<file path="src/rtl/rv_decode_pipe_pkg.sv">
// Shared RV32 decode definitions: opcodes, function-7 patterns, class enum and control/decode structs.
// The optional M-extension decode is enabled with the DECODE_M_EXT_EN macro.
package rv_decode_pkg;

    localparam logic [6:0] OPC_OP     = 7'b0110011;
    localparam logic [6:0] OPC_OP_IMM = 7'b0010011;
    localparam logic [6:0] OPC_LOAD   = 7'b0000011;
    localparam logic [6:0] OPC_STORE  = 7'b0100011;
    localparam logic [6:0] OPC_BRANCH = 7'b1100011;
    localparam logic [6:0] OPC_LUI    = 7'b0110111;
    localparam logic [6:0] OPC_AUIPC  = 7'b0010111;
    localparam logic [6:0] OPC_JAL    = 7'b1101111;
    localparam logic [6:0] OPC_JALR   = 7'b1100111;

    localparam logic [6:0] F7_BASE   = 7'b0000000;
    localparam logic [6:0] F7_ALT    = 7'b0100000;
    localparam logic [6:0] F7_MULDIV = 7'b0000001;

    typedef enum logic [3:0] {
        CLS_ILLEGAL = 4'd0,
        CLS_R       = 4'd1,
        CLS_I_ALU   = 4'd2,
        CLS_LOAD    = 4'd3,
        CLS_STORE   = 4'd4,
        CLS_BRANCH  = 4'd5,
        CLS_LUI     = 4'd6,
        CLS_AUIPC   = 4'd7,
        CLS_JAL     = 4'd8,
        CLS_JALR    = 4'd9,
        CLS_MULDIV  = 4'd10
    } class_e;

    // Field order gives the packed layout {alu, branch, jump, mem_rd, mem_wr, reg_wr, illegal}
    typedef struct packed {
        logic alu;
        logic branch;
        logic jump;
        logic mem_rd;
        logic mem_wr;
        logic reg_wr;
        logic illegal;
    } ctrl_t;

    typedef struct packed {
        class_e      cls;
        logic [4:0]  rd;
        logic [4:0]  rs1;
        logic [4:0]  rs2;
        logic [2:0]  f3;
        logic [6:0]  f7;
        ctrl_t       ctrl;
    } dec_t;

endpackage

</file>
<file path="src/rtl/rv_decode_pipe_imm_gen.sv">
// Combinational immediate generator: builds the 32-bit format immediate selected by the decoded
// class and sign-extends it to XLEN. Classes without an immediate (R, MULDIV, ILLEGAL) yield zero.
module rv_imm_gen
    import rv_decode_pkg::*;
#(
    parameter int XLEN = 32
) (
    input  logic [31:7]      i_instr,
    input  class_e           i_cls,
    output logic [XLEN-1:0]  o_imm
);

    logic signed [31:0] w_imm32;

    always_comb begin
        w_imm32 = '0;
        case (i_cls)
            CLS_I_ALU, CLS_LOAD, CLS_JALR:
                w_imm32 = {{20{i_instr[31]}}, i_instr[31:20]};
            CLS_STORE:
                w_imm32 = {{20{i_instr[31]}}, i_instr[31:25], i_instr[11:7]};
            CLS_BRANCH:
                w_imm32 = {{19{i_instr[31]}}, i_instr[31], i_instr[7], i_instr[30:25],
                           i_instr[11:8], 1'b0};
            CLS_LUI, CLS_AUIPC:
                w_imm32 = {i_instr[31:12], 12'b0};
            CLS_JAL:
                w_imm32 = {{11{i_instr[31]}}, i_instr[31], i_instr[19:12], i_instr[20],
                           i_instr[30:21], 1'b0};
            default:
                w_imm32 = '0;
        endcase
    end

    // Signed size cast performs the sign extension for XLEN=64
    assign o_imm = XLEN'(w_imm32);

endmodule

</file>
<file path="src/rtl/rv_decode_pipe.sv">
// RV32 instruction decoder with a registered two-entry (main + skid) output buffer and a
// saturating illegal-instruction counter. Define DECODE_M_EXT_EN to decode MUL/DIV as class MULDIV.
module rv_decode_pipe
    import rv_decode_pkg::*;
#(
    parameter int XLEN  = 32,
    parameter int CNT_W = 16
) (
    input  logic              clk,
    input  logic              rst_n,
    input  logic              flush,
    input  logic              in_valid,
    output logic              in_ready,
    input  logic [31:0]       in_instr,
    input  logic [XLEN-1:0]   in_pc,
    output logic              out_valid,
    input  logic              out_ready,
    output logic [XLEN-1:0]   out_pc,
    output logic [3:0]        out_class,
    output logic [4:0]        out_rd,
    output logic [4:0]        out_rs1,
    output logic [4:0]        out_rs2,
    output logic [2:0]        out_f3,
    output logic [6:0]        out_f7,
    output logic [XLEN-1:0]   out_imm,
    output logic [6:0]        out_ctrl,
    output logic [CNT_W-1:0]  illegal_cnt
);

    dec_t              w_dec;
    logic [XLEN-1:0]   w_imm;
    logic              w_accept;
    logic              w_pop;

    dec_t              r_mainDec;
    dec_t              r_skidDec;
    logic [XLEN-1:0]   r_mainPc;
    logic [XLEN-1:0]   r_skidPc;
    logic [XLEN-1:0]   r_mainImm;
    logic [XLEN-1:0]   r_skidImm;
    logic              r_mainValid;
    logic              r_skidValid;
    logic              r_inReady;
    logic [CNT_W-1:0]  r_illegalCnt;

    always_comb begin
        w_dec = '0;
        case (in_instr[6:0])
            OPC_OP: begin
                if (in_instr[31:25] == F7_BASE || in_instr[31:25] == F7_ALT) begin
                    w_dec.cls         = CLS_R;
                    w_dec.rd          = in_instr[11:7];
                    w_dec.rs1         = in_instr[19:15];
                    w_dec.rs2         = in_instr[24:20];
                    w_dec.f3          = in_instr[14:12];
                    w_dec.f7          = in_instr[31:25];
                    w_dec.ctrl.alu    = 1'b1;
                    w_dec.ctrl.reg_wr = 1'b1;
                end else if (in_instr[31:25] == F7_MULDIV) begin
`ifdef DECODE_M_EXT_EN
                    w_dec.cls         = CLS_MULDIV;
                    w_dec.rd          = in_instr[11:7];
                    w_dec.rs1         = in_instr[19:15];
                    w_dec.rs2         = in_instr[24:20];
                    w_dec.f3          = in_instr[14:12];
                    w_dec.f7          = in_instr[31:25];
                    w_dec.ctrl.reg_wr = 1'b1;
`else
                    w_dec.cls         = CLS_ILLEGAL;
`endif
                end
            end
            OPC_OP_IMM: begin
                w_dec.cls         = CLS_I_ALU;
                w_dec.rd          = in_instr[11:7];
                w_dec.rs1         = in_instr[19:15];
                w_dec.f3          = in_instr[14:12];
                w_dec.ctrl.alu    = 1'b1;
                w_dec.ctrl.reg_wr = 1'b1;
            end
            OPC_LOAD: begin
                w_dec.cls         = CLS_LOAD;
                w_dec.rd          = in_instr[11:7];
                w_dec.rs1         = in_instr[19:15];
                w_dec.f3          = in_instr[14:12];
                w_dec.ctrl.mem_rd = 1'b1;
                w_dec.ctrl.reg_wr = 1'b1;
            end
            OPC_STORE: begin
                w_dec.cls         = CLS_STORE;
                w_dec.rs1         = in_instr[19:15];
                w_dec.rs2         = in_instr[24:20];
                w_dec.f3          = in_instr[14:12];
                w_dec.ctrl.mem_wr = 1'b1;
            end
            OPC_BRANCH: begin
                w_dec.cls         = CLS_BRANCH;
                w_dec.rs1         = in_instr[19:15];
                w_dec.rs2         = in_instr[24:20];
                w_dec.f3          = in_instr[14:12];
                w_dec.ctrl.branch = 1'b1;
            end
            OPC_LUI, OPC_AUIPC: begin
                w_dec.cls         = (in_instr[6:0] == OPC_LUI) ? CLS_LUI : CLS_AUIPC;
                w_dec.rd          = in_instr[11:7];
                w_dec.ctrl.alu    = 1'b1;
                w_dec.ctrl.reg_wr = 1'b1;
            end
            OPC_JAL: begin
                w_dec.cls         = CLS_JAL;
                w_dec.rd          = in_instr[11:7];
                w_dec.ctrl.jump   = 1'b1;
                w_dec.ctrl.reg_wr = 1'b1;
            end
            OPC_JALR: begin
                w_dec.cls         = CLS_JALR;
                w_dec.rd          = in_instr[11:7];
                w_dec.rs1         = in_instr[19:15];
                w_dec.f3          = in_instr[14:12];
                w_dec.ctrl.jump   = 1'b1;
                w_dec.ctrl.reg_wr = 1'b1;
            end
            default: w_dec = '0;
        endcase
        w_dec.ctrl.illegal = (w_dec.cls == CLS_ILLEGAL);
    end

    rv_imm_gen #(.XLEN(XLEN)) u_immGen (
        .i_instr (in_instr[31:7]),
        .i_cls   (w_dec.cls),
        .o_imm   (w_imm)
    );

    assign w_accept = in_valid & r_inReady;
    assign w_pop    = r_mainValid & out_ready;

    // Skid buffer: the skid entry only fills while main is stalled, and in_ready mirrors its emptiness
    always_ff @(posedge clk or negedge rst_n) begin
        if (!rst_n) begin
            r_mainValid <= 1'b0;
            r_skidValid <= 1'b0;
            r_inReady   <= 1'b1;
            r_mainDec   <= '0;
            r_skidDec   <= '0;
            r_mainPc    <= '0;
            r_skidPc    <= '0;
            r_mainImm   <= '0;
            r_skidImm   <= '0;
        end else if (flush) begin
            r_mainValid <= 1'b0;
            r_skidValid <= 1'b0;
            r_inReady   <= 1'b1;
        end else if (w_pop) begin
            if (r_skidValid) begin
                r_mainDec   <= r_skidDec;
                r_mainPc    <= r_skidPc;
                r_mainImm   <= r_skidImm;
                r_skidValid <= 1'b0;
                r_inReady   <= 1'b1;
            end else if (w_accept) begin
                r_mainDec   <= w_dec;
                r_mainPc    <= in_pc;
                r_mainImm   <= w_imm;
            end else begin
                r_mainValid <= 1'b0;
            end
        end else if (w_accept) begin
            if (r_mainValid) begin
                r_skidDec   <= w_dec;
                r_skidPc    <= in_pc;
                r_skidImm   <= w_imm;
                r_skidValid <= 1'b1;
                r_inReady   <= 1'b0;
            end else begin
                r_mainDec   <= w_dec;
                r_mainPc    <= in_pc;
                r_mainImm   <= w_imm;
                r_mainValid <= 1'b1;
            end
        end
    end

    always_ff @(posedge clk or negedge rst_n) begin
        if (!rst_n) begin
            r_illegalCnt <= '0;
        end else if (w_accept && !flush && w_dec.ctrl.illegal && (r_illegalCnt != '1)) begin
            r_illegalCnt <= r_illegalCnt + CNT_W'(1);
        end
    end

    assign in_ready    = r_inReady;
    assign out_valid   = r_mainValid;
    assign out_pc      = r_mainPc;
    assign out_class   = r_mainDec.cls;
    assign out_rd      = r_mainDec.rd;
    assign out_rs1     = r_mainDec.rs1;
    assign out_rs2     = r_mainDec.rs2;
    assign out_f3      = r_mainDec.f3;
    assign out_f7      = r_mainDec.f7;
    assign out_imm     = r_mainImm;
    assign out_ctrl    = r_mainDec.ctrl;
    assign illegal_cnt = r_illegalCnt;

endmodule
</file>
<file path="config.mk">
export PLATFORM = sky130hd
export DESIGN_NAME = rv_decode_pipe
export DESIGN_NICKNAME = d
export VERILOG_FILES = /design/src/rtl/rv_decode_pipe_pkg.sv /design/src/rtl/rv_decode_pipe_imm_gen.sv /design/src/rtl/rv_decode_pipe.sv
export SDC_FILE = /design/constraint.sdc
export NUM_CORES = 1
export LEC_CHECK = 0
export ABC_CLOCK_PERIOD_IN_PS = 2590
export CAP_MARGIN = 20
export CORE_MARGIN = 3
export CORE_UTILIZATION = 52
export DETAILED_ROUTE_END_ITERATION = 8
export PLACE_DENSITY = 0.79
export SLEW_MARGIN = 25
export SYNTH_ARGS = -nofsm -noshare
export SYNTH_HDL_FRONTEND = slang
export SYNTH_SLANG_ARGS = --single-unit
</file>
<file path="constraint.sdc">
create_clock -name clk -period 2.59 [get_ports clk]
set_clock_uncertainty 0.2 [all_clocks]
set_input_delay 0.3885 -clock clk [delete_from_list [all_inputs] [get_ports clk]]
set_output_delay 0.3885 -clock clk [all_outputs]
set_load 0.01 [all_outputs]
</file>
==> After elaboration in Yosys (flattened, before gate mapping) <==
Cells that the tools add are included.
W data, S select, Z words.
{ "op_classes": {"add_sub_neg": 1, "mul": 0, "n_div": 0, "magnitude_cmp": 0, "eq_ne": 23, "n_shift": 0, "mux": 46, "n_bitwise": 4, "reduce_logical": 24} }
{ "op_table": {"columns": ["cell", "count"], "rows": [
  ["$mux W32", 10],
  ["$mux W36", 5],
  ["$pmux W32 S5", 1],
  ["$pmux W4 S8", 1],
  ["$pmux W5 S2", 3],
  ["$eq A7 B6 Y1 const B", 4],
  ["$mux W26", 1],
  ["$eq A7 B7 Y1 const B", 3],
  ["$mux W1", 21],
  ["$add A16 B1 Y16 const B", 1],
  ["$eq A4 B3 Y1 const B", 4],
  ["$ne A16 B16 Y1 const B", 1],
  ["$eq A7 B5 Y1 const B", 2],
  ["$eq A4 B2 Y1 const B", 2],
  ["$eq A4 B4 Y1 const B", 2],
  ["$reduce_and A4 Y1", 2],
  ["$reduce_or A2 Y1", 4],
  ["$eq A7 B2 Y1 const B", 1],
  ["$logic_not A7 Y1", 1],
  ["$mux W7", 1],
  ["$ne A3 B3 Y1 const B", 2],
  ["$pmux W3 S2", 1],
  ["$reduce_and A3 Y1", 2],
  ["$reduce_bool A3 Y1", 2],
  ["other kinds (14)", 21]
]} }
{ "word_totals": {"regBits": 219, "latchBits": 0, "ramBits": 0, "mem_bits_ro": 0, "in_bits": 69, "out_inout_bits": 118, "wordCells": 132, "mem_count": 0} }

==> Logic depth before layout (Yosys ltp) <==
Gate-level depths: netlist of run 1.
{ "depth": {"word_depth": 10, "depth_mapped": 8, "mapped_depth_nobuf": 6} }

==> Hierarchy <==
From an unflattened synthesis of run 1, not the netlist that was laid out.
{ "unflattened": {"cells_unflattened": 1112, "area_unflattened_um2": 9839.4} }
{ "by_module_without_submodules": {"columns": ["mod", "n_inst", "cells_per_inst", "area_each_um2", "seq_area_each_um2"], "rows": [
  ["rv_decode_pipe", 1, 1032, 9351.5, 5481.5],
  ["rv_imm_gen", 1, 80, 488.0, 0.0]
]} }

==> Least setup slack after synthesis of run 1 <==
Ideal clock, no wire load.
{ "synth_path": {"path_kind": "input to register", "startpoint": "in in_instr[26]", "endpoint": "reg r_illegalCnt[1], in the netlist illegal_cnt[1]", "setup_time_ns": 0.128, "arrival_time_ns": 1.808, "required_ns": 2.262, "slack_ns": 0.454, "stages": 5, "path_buffers": 0, "path_cell_list": "or4_4 -> nor4_4 -> nor4_4 -> nand2_2 -> mux2_1"} }
{ "synth_via": {"elab_chain_cells": 7, "word_cells_on_any_way": 8, "cone_classes": "eq/ne: 1; mux: 2; reduce/logical: 5"} }
{ "synth_rtl": {"columns": ["element", "line_no", "source"], "rows": [
  ["from (decl)", "rv_decode_pipe.sv:14", "input logic [31:0] in_instr,"],
  ["$eq A7 B6 Y1 or $logic_not A7 Y1 (tied branches)", "rv_decode_pipe.sv:50", "if (in_instr[31:25] == F7_BASE || in_instr[31:25] == F7_ALT) begin"],
  ["$logic_or A1 B1 Y1 (*)", "rv_decode_pipe.sv:50", null],
  ["$mux W1 (*)", "rv_decode_pipe.sv:50", null],
  ["$pmux W4 S8 (*)", "rv_decode_pipe.sv:48", "case (in_instr[6:0])"],
  ["$logic_not A4 Y1 (*)", "rv_decode_pipe.sv:125", "w_dec.ctrl.illegal = (w_dec.cls == CLS_ILLEGAL);"],
  ["$logic_and A1 B1 Y1 (*) (2 in series)", "rv_decode_pipe.sv:186", "end else if (w_accept && !flush && w_dec.ctrl.illegal && (r_illegalCnt != '1)) begin"],
  ["to (signal assigned)", "rv_decode_pipe.sv:187", "r_illegalCnt <= r_illegalCnt + CNT_W'(1);"],
  ["to (decl)", "rv_decode_pipe.sv:44", "logic [CNT_W-1:0] r_illegalCnt;"]
]} }
Every way passes the cells marked *; elsewhere a longest branch is shown, timed or not.
A chain may end at the register's enable or synchronous reset.

==> Final worst setup path of run 1 <==
{ "layout_path": {"startpoint": "reg r_illegalCnt[1], in the netlist illegal_cnt[1]", "endpoint": "reg r_illegalCnt[1], in the netlist illegal_cnt[1]"} }
{ "layout_via": {"elab_chain_cells": 2, "word_cells_on_any_way": 3, "cone_classes": "add/sub: 1; eq/ne: 1; reduce/logical: 1"} }
{ "layout_rtl": {"columns": ["element"], "rows": [
  ["branches (longest 2 deep; another with $add A16 B1 Y16)"]
]} }
Parallel ways; which one is timed is not known.

==> results by group, run 1 <==
Outcome
  • Outcome: finished clean

Critical path
  • Worst EP required: 2770 ps
  • Worst path max stage delay: 620 ps
  • Top fanout value on the critical path: 8
  • CP Class: reg -> reg
  • CP max stage cell: o41ai_2
  • CP Data Arrival Time: 2490 ps
  • CP bufs+invs: 1
  • Critical Path End Type: register
  • CP cell instances: ha_1, nand4_1, o41ai_2, inv_2, nand2_2, mux2_1
  • Crit-path leading delay family: compound AO/OA/AOI/OAI gates
  • Critical path launch point type: register

Logic synthesis
  • Post-synth EDFFs: 0
  • Post-synthesis mux area share: 0.351%
  • Ys Warns: 0
  • Largest cells by area after synthesis: dfrtp_1 56%, nand2_1 11%, a21oi_1 4.0%, nor2_1 3.4%, nand3_1 2.8%
  • Complex-gate fraction of the synthesized area: 14.3%
  • Largest family of logic cells by synthesized area: simple AND/OR/NAND/NOR gates
  • Yosys top cell by area: dfrtp_1
  • Post-synth net total: 1142
  • Most common cell in the synthesized netlist: nand2_1
  • Synth top area share: 56.2%
  • Most frequent cells after synthesis: 291 x nand2_1, 216 x dfrtp_1, 87 x nor2_1, 77 x a21oi_1, 59 x clkbuf_1
  • Yosys reg bits: 217
  • Synth unique cells: 53
  • Post-Synth XOR/XNOR Area: 1.46%
  • Adder-cell area share of the yosys netlist: 0.130%
  • Post-Syn Area: 9610 um2
  • Synth Area per Inst: 8.97 um2
  • Ys async rst share: 100%
  • Mapped Cells: 1072
  • Post-synthesis sequential area ratio: 56.5%
  • Main synth FF type: dfrtp_1
  • Synth Area in Simple Gates: 23.2%

Timing
  • RSZ-0062 raised after global routing: false
  • Worst rel slew slack: 49.2%
  • Setup Viol. Count Final: 0
  • Setup TNS: 0 ps
  • Post-route setup slack: 281 ps
  • Final period util: 89.2%
  • Worst slew pin tran: 754 ps
  • Final Max Tran Viols: 0
  • Peak Freq: 433 MHz
  • Final Hold Violating Endpoints: 0
  • Fin crit period: 2310 ps

Clocking
  • Num CTS Buffers: 23
  • Latest clock arrival within the worst-skew pair: 500 ps
  • Clock Sinks: 217
  • Root Driver: clkbuf_16
  • Clk buf depth: 3
  • Postcts setup bufs: 0
  • H-tree depth: 1
  • Clock slew at reported path FFs: 60 ps
  • CTS tree: yes

Layout
  • Design Area, Final: 12900 um2
  • Fill cells: 1355
  • Inserted Diodes: 0
  • Area of the multi-input gates: 3820 um2
  • Nets: 1336
  • Area growth, synth to finish: 34.3%
  • FF/Latch Area: 5430 um2
  • Layout cells sized above 1: 10.1%

Pwr
  • Peak supply drop: 0.515 mV
  • Tot Pwr: 0.00905 W
  • Sw Share: 26.8%
  • Power Density: 701 nW/um2
  • Clock network power share: 35.6%
  • Comb pwr share: 18.1%
  • Sequential Power Share: 46.3%
  • P_sw: 0.00242 W
  • Leakage: 5.78 nW
  • Pint: 0.00663 W

Drt
  • Wirelength, routed: 26600 um
  • ANT nets after route: 0
  • Vias per inst: 5.75
  • # DRC: 0
  • Vias: 8695
  • Initial drt markers: 760
  • Mean routed wirelength per cell: 17.6 um
  • Initial DRT Pass Iterations: 5

Floorplan
  • Die area: 20200 um2
  • Num rows: 49
  • Core ar.: 18100 um2
  • Die Y: 142 um
  • Initial core utilization: 53.2%
  • Io pins: 187
  • Die width: 142 um

Worst hold path
  • Hold Path Class: in -> async

Global routing
  • First-pass GRT wire length: 43100 um
  • Number of global-route vias before repair: 8508
  • GRT overflow: 0
  • Aggregate global-route resource usage: 26.1%
  • Initial antenna violation count: 0
  • Largest net degree at the start of global routing: 66

Placed design
  • Buffers added on ports: 186
  • Detail Placement HPWL: 17700 um
  • Setup Slack @ Placement: -80.3 ps
  • DP Area: 12200 um2
  • Final Wtd Congestion: 0.861

Run
  • Max-cap violations: 0
==> per-stage QoR <==
| stage | util, % | cells | hold WS, ps |
|---|---|---|---|
| 3_3_place_gp | 67.2 | 1469 | 186 |
| 4_1_cts | 71.4 | 1511 | 230 |
| 3_5_place_dp | 67.2 | 1469 | 186 |
| 2_1_floorplan | - | 1072 | -107 |
| 5_1_grt | 71.4 | 1511 | 253 |
| 6_report | 71.4 | 1511 | 242 |
==> state kept, by name (all words and copies together), names as in the netlist <==
signal and count:
illegal_cnt 16, in_ready 1, out_class 4, out_ctrl 6
out_f3 3, out_f7 7, out_imm 32, out_pc 32
out_rd 5, out_rs1 5, out_rs2 5, out_valid 1
r_skidDec 35, r_skidImm 32, r_skidPc 32, r_skidValid 1
==> placed cells by master, fill, tap and decap left out, types with 4 or more instances in the layout <==
cell type | Yosys | layout
o21ai_0 | 32 | 32
clkbuf_1 | 59 | 5
clkbuf_8 | 0 | 6
nor3_1 | 11 | 10
and3_1 | 21 | 20
o31ai_1 | 6 | 6
and2_1 | 6 | 6
a21o_1 | 4 | 4
buf_12 | 0 | 18
nor2_1 | 87 | 87
a21oi_1 | 77 | 77
xnor2_1 | 15 | 15
clkbuf_16 | 0 | 23
nand4_1 | 8 | 8
clkdlybuf4s50_1 | 0 | 185
a221oi_1 | 20 | 20
a31oi_1 | 42 | 42
clkinv_2 | 0 | 4
nand3_1 | 54 | 53
buf_4 | 1 | 49
nand2_1 | 291 | 291
inv_1 | 6 | 6
o211ai_1 | 7 | 7
dfrtp_1 | 216 | 216
nand2_2 | 9 | 9
o21ai_1 | 35 | 35
==> what timing repair did <==
action / CTS / global route
endpoints found under the hold margin: 59 / 0
hold buffers: 1 / 0
gates resized for setup: 0 / 0
==> power groups by stage <==
stage	logic (W)	registers [W]	clock network (W)
6_report	0.00164	0.00419	0.00322
5_1_grt	0.00180	0.00425	0.00344
4_1_cts	0.00165	0.00419	0.00327
2_1_floorplan	0.000625	0.00428	0
3_3_place_gp	0.00160	0.00423	0
3_5_place_dp	0.00164	0.00424	0
==> kinds of logic after synthesis <==
kind of cell	Yosys count
AO/OA/AOI/OAI	232
XOR/XNOR	16
adder cells (fa/ha/maj)	1
buffers and inverters	92
flip-flops	217
multiplexers	3
AND/OR/NAND/NOR	511
==> per-layer routing <==
metal | up-vias | global-route usage [%] | part of all wire, %
met4 | 0 | 7.98 | 2.5
met2 | 386 | 41.9 | 48
met1 | 4226 | 37.3 | 43
met5 | - | 0 | 0
met3 | 47 | 3.70 | 7.3
li1 | 4036 | - | -
==> worst paths after layout <==
check | endpoint | depth (start not counted) | start | slack (ps)
worst max-delay path | illegal_cnt[1] | 6 | illegal_cnt[1] | 280
worst min-delay path | out_pc[18] | 2 | rst_n | 240
worst max register to register | illegal_cnt[1] | 6 | illegal_cnt[1] | 280
worst min register to register | out_f7[1] | 2 | out_f7[1] | 260
max in group asynchronous | illegal_cnt[6] | 3 | rst_n | 1200
min in group clk | r_skidPc[16] | 3 | in_pc[16] | 250
==> cell type report <==
class                   instances  share of cell area [%]
well taps                     229                    2.22
clock buffers                  34                    5.24
repair buffers                254                    20.2
inverters                       7                   0.203
multi-input cells             763                    29.6
clock inverters                 7                   0.504
flip-flops and latches        217                    42.1
Note: power is estimated with default switching activity, not from simulation.
==> run 2, diff against run 1 <==
--- a/config.mk
+++ b/config.mk
@@ -11,7 +11,6 @@
 export CORE_UTILIZATION = 52
 export DETAILED_ROUTE_END_ITERATION = 8
 export PLACE_DENSITY = 0.79
-export SLEW_MARGIN = 25
 export SYNTH_ARGS = -nofsm -noshare
 export SYNTH_HDL_FRONTEND = slang
 export SYNTH_SLANG_ARGS = --single-unit
==> results of run 2 <==
The final DEF is identical to that of run 1; final timing and power are the same.
==> run 3, diff against run 2 <==
--- a/config.mk
+++ b/config.mk
@@ -11,6 +11,7 @@
 export CORE_UTILIZATION = 52
 export DETAILED_ROUTE_END_ITERATION = 8
 export PLACE_DENSITY = 0.79
+export REMOVE_ABC_BUFFERS = 1
 export SYNTH_ARGS = -nofsm -noshare
 export SYNTH_HDL_FRONTEND = slang
 export SYNTH_SLANG_ARGS = --single-unit
==> results by group, run 3 (synthesis gave the netlist of run 1 again) <==
Global routing
  • GRT overflow: 0 (unchanged)
  • First-pass GRT wire length: 42400 um (-1.6%)
  • Aggregate global-route resource usage: 25.5% (-0.55 points)
  • Largest net degree at the start of global routing: 77 (+17%)
  • Initial antenna violation count: 0 (unchanged)
  • Number of global-route vias before repair: 8346 (-1.9%)

Pwr
  • Pint: 0.00671 W (+1.2%)
  • Sw Share: 26.3% (-0.49 points)
  • Tot Pwr: 0.00910 W (+0.51%)
  • P_sw: 0.00239 W (-1.3%)
  • Comb pwr share: 17.9% (-0.2 points)
  • Leakage: 5.77 nW (-0.25%)
  • Sequential Power Share: 45.9% (-0.4 points)
  • Power Density: 706 nW/um2 (+0.67%)
  • Peak supply drop: 0.626 mV (+22%)
  • Clock network power share: 36.2% (+0.6 points)

Layout
  • Most common cell after layout, fill and taps aside: nand2_1
  • Final non-filler cell total: 1506 (-0.33%)
  • Design Area, Final: 12900 um2 (-0.15%)
  • Area of the multi-input gates: 3830 um2 (+0.33%)
  • Inserted Diodes: 0 (unchanged)
  • Largest register FFs: 35 (unchanged)
  • FF/Latch Area: 5430 um2 (unchanged)
  • Area growth, synth to finish: 34.1%
  • Fill cells: 1333 (-1.6%)
  • Nets: 1332 (-0.30%)
  • Layout cells sized above 1: 9.95% (-0.12 points)
  • Most flops, register: r_skidDec
  • Most frequent cells in the layout: 291 x nand2_1, 216 x dfrtp_1, 185 x clkdlybuf4s50_1

Drt
  • Vias per inst: 5.71 (-0.86%)
  • Vias: 8592 (-1.2%)
  • ANT nets after route: 0 (unchanged)
  • Wirelength, routed: 25800 um (-3.0%)
  • # DRC: 0 (unchanged)
  • Mean routed wirelength per cell: 17.1 um (-2.7%)
  • Initial DRT Pass Iterations: 6 (+1)
  • Initial drt markers: 673 (-11%)

Outcome
  • Outcome: finished clean

Clocking
  • CTS tree: yes
  • Root Driver: clkbuf_16
  • Postcts setup bufs: 0 (unchanged)
  • Cts repair resizes: 0 (unchanged)
  • Clock Sinks: 217 (unchanged)
  • Clock slew at reported path FFs: 60 ps (about the same)
  • H-tree depth: 1 (unchanged)
  • Hold-fix buffers, CTS: 1 (unchanged)
  • Clk buf depth: 3 (unchanged)
  • Num CTS Buffers: 23 (unchanged)
  • Latest clock arrival within the worst-skew pair: 500 ps (about the same)

Timing
  • Worst slew pin tran: 1010 ps (+259 ps)
  • Setup TNS: 0 ps (unchanged)
  • Final period util: 92.3% (+3.1 points)
  • Setup Viol. Count Final: 0 (unchanged)
  • Final Hold Violating Endpoints: 0 (unchanged)
  • Worst rel slew slack: 32.4% (-17 points)
  • Fin crit period: 2390 ps (+80.4 ps)
  • RSZ-0062 raised after global routing: false
  • WHS: 233 ps (-8.39 ps)
  • Final Max Tran Viols: 0 (unchanged)
  • Peak Freq: 418 MHz (-3.4%)

Critical path
  • Critical Path End Type: register
  • Critical path launch point type: register
  • Top fanout value on the critical path: 11 (+3)
  • Worst EP required: 2730 ps (-40 ps)
  • CP Class: reg -> reg
  • R2R depth: 4 (-2)
  • Reg-to-reg startpoint: in_ready
  • R2R Setup Slk: 200 ps (-80 ps)
  • Reg-to-Reg End: r_skidImm[26]
  • CP Data Arrival Time: 2530 ps (+40 ps)

Placed design
  • Buffers added on ports: 186 (unchanged)
  • DP Area: 12100 um2 (-0.35%)
  • Detail Placement HPWL: 16500 um (-6.7%)
  • Dpl cells: 1465 (-0.27%)
  • Final Wtd Congestion: 0.838 (-2.7%)

Worst hold path
  • Min-delay src: in_pc[9]
  • Hold Path Class: in -> reg
  • Hold Crit Endpoint: r_skidPc[9]
  • Worst Hold Depth: 3

Floorplan
  • Num rows: 49 (unchanged)
  • Die Y: 142 um (unchanged)
  • Core ar.: 18100 um2 (unchanged)
  • Io pins: 187 (unchanged)
  • Die width: 142 um (unchanged)
  • Initial core utilization: 53.2% (unchanged)
  • Die area: 20200 um2 (unchanged)

Run
  • Max-cap violations: 0 (unchanged)
-- run 3: cell count changes in the layout (fill, tap and decap cells not counted) --
cell	previous run	this run
clkbuf_8	6	9
buf_12	18	16
buf_4	49	47
clkbuf_1	5	3
clkinvlp_4	2	0
clkinv_2	4	3
inv_6	0	1
nand3_2	1	0
nand3_4	0	1
nor3b_1	1	0
nor3b_2	0	1
-- run 3: worst max path at each step --
| stage | slack [ps] | start | cells after the start | endpoint |
|---|---|---|---|---|
| 3_5_place_dp | -100 | in_instr[26] | 8 | out_f3[0] |
| 3_3_place_gp | -40 | in_instr[26] | 7 | illegal_cnt[1] |
| 5_1_grt | 50 | in_ready | 4 | r_skidImm[23] |
| 6_report | 200 | in_ready | 4 | r_skidImm[26] |
| 4_1_cts | 200 | in_ready | 4 | r_skidImm[26] |
| 2_1_floorplan | -3800 | in_ready | 4 | out_imm[12] |
-- run 3: stage by stage --
stage	worst slack [ps]	utilization, %
5_1_grt	54.9	71.3
3_5_place_dp	-105	67.0
4_1_cts	196	71.3
3_3_place_gp	-41.5	67.0
6_report	200	71.3
2_1_floorplan	-3800	-
-- run 3: power groups by stage --
stage | Sequential, W | Combinational, W | Clock, W
2_1_floorplan | 0.00429 | 0.000595 | 0
3_3_place_gp | 0.00422 | 0.00159 | 0
3_5_place_dp | 0.00423 | 0.00163 | 0
4_1_cts | 0.00418 | 0.00164 | 0.00335
5_1_grt | 0.00424 | 0.00180 | 0.00350
6_report | 0.00418 | 0.00163 | 0.00329
-- run 3: worst max-delay path, cell delays in order (launching register included) --
cell and delay (ps):
dfstp_2 580, nand3_1 140, or3_4 360, a21oi_1 780
a21oi_1 170
-- run 3: metal layers --
layer  share of wire, %  wire (um)  global-route usage [%]  vias up
met2                 47      12100                    42.0      390
met4                2.0        523                    6.31        0
met3                8.1       2090                    4.17       39
met1                 43      11000                    35.8     4115
li1                   -          -                       -     4048
met5                  0          0                       0        -
-- run 3: layout make-up --
| cell class | count | area share (%) |
|---|---|---|
| Clock buffer | 35 | 5.51 |
| Tap cell | 229 | 2.22 |
| Sequential cell | 217 | 42.1 |
| Clock inverter | 5 | 0.417 |
| Inverter | 7 | 0.204 |
| Timing Repair Buffer | 250 | 19.8 |
| Multi-Input combinational cell | 763 | 29.7 |
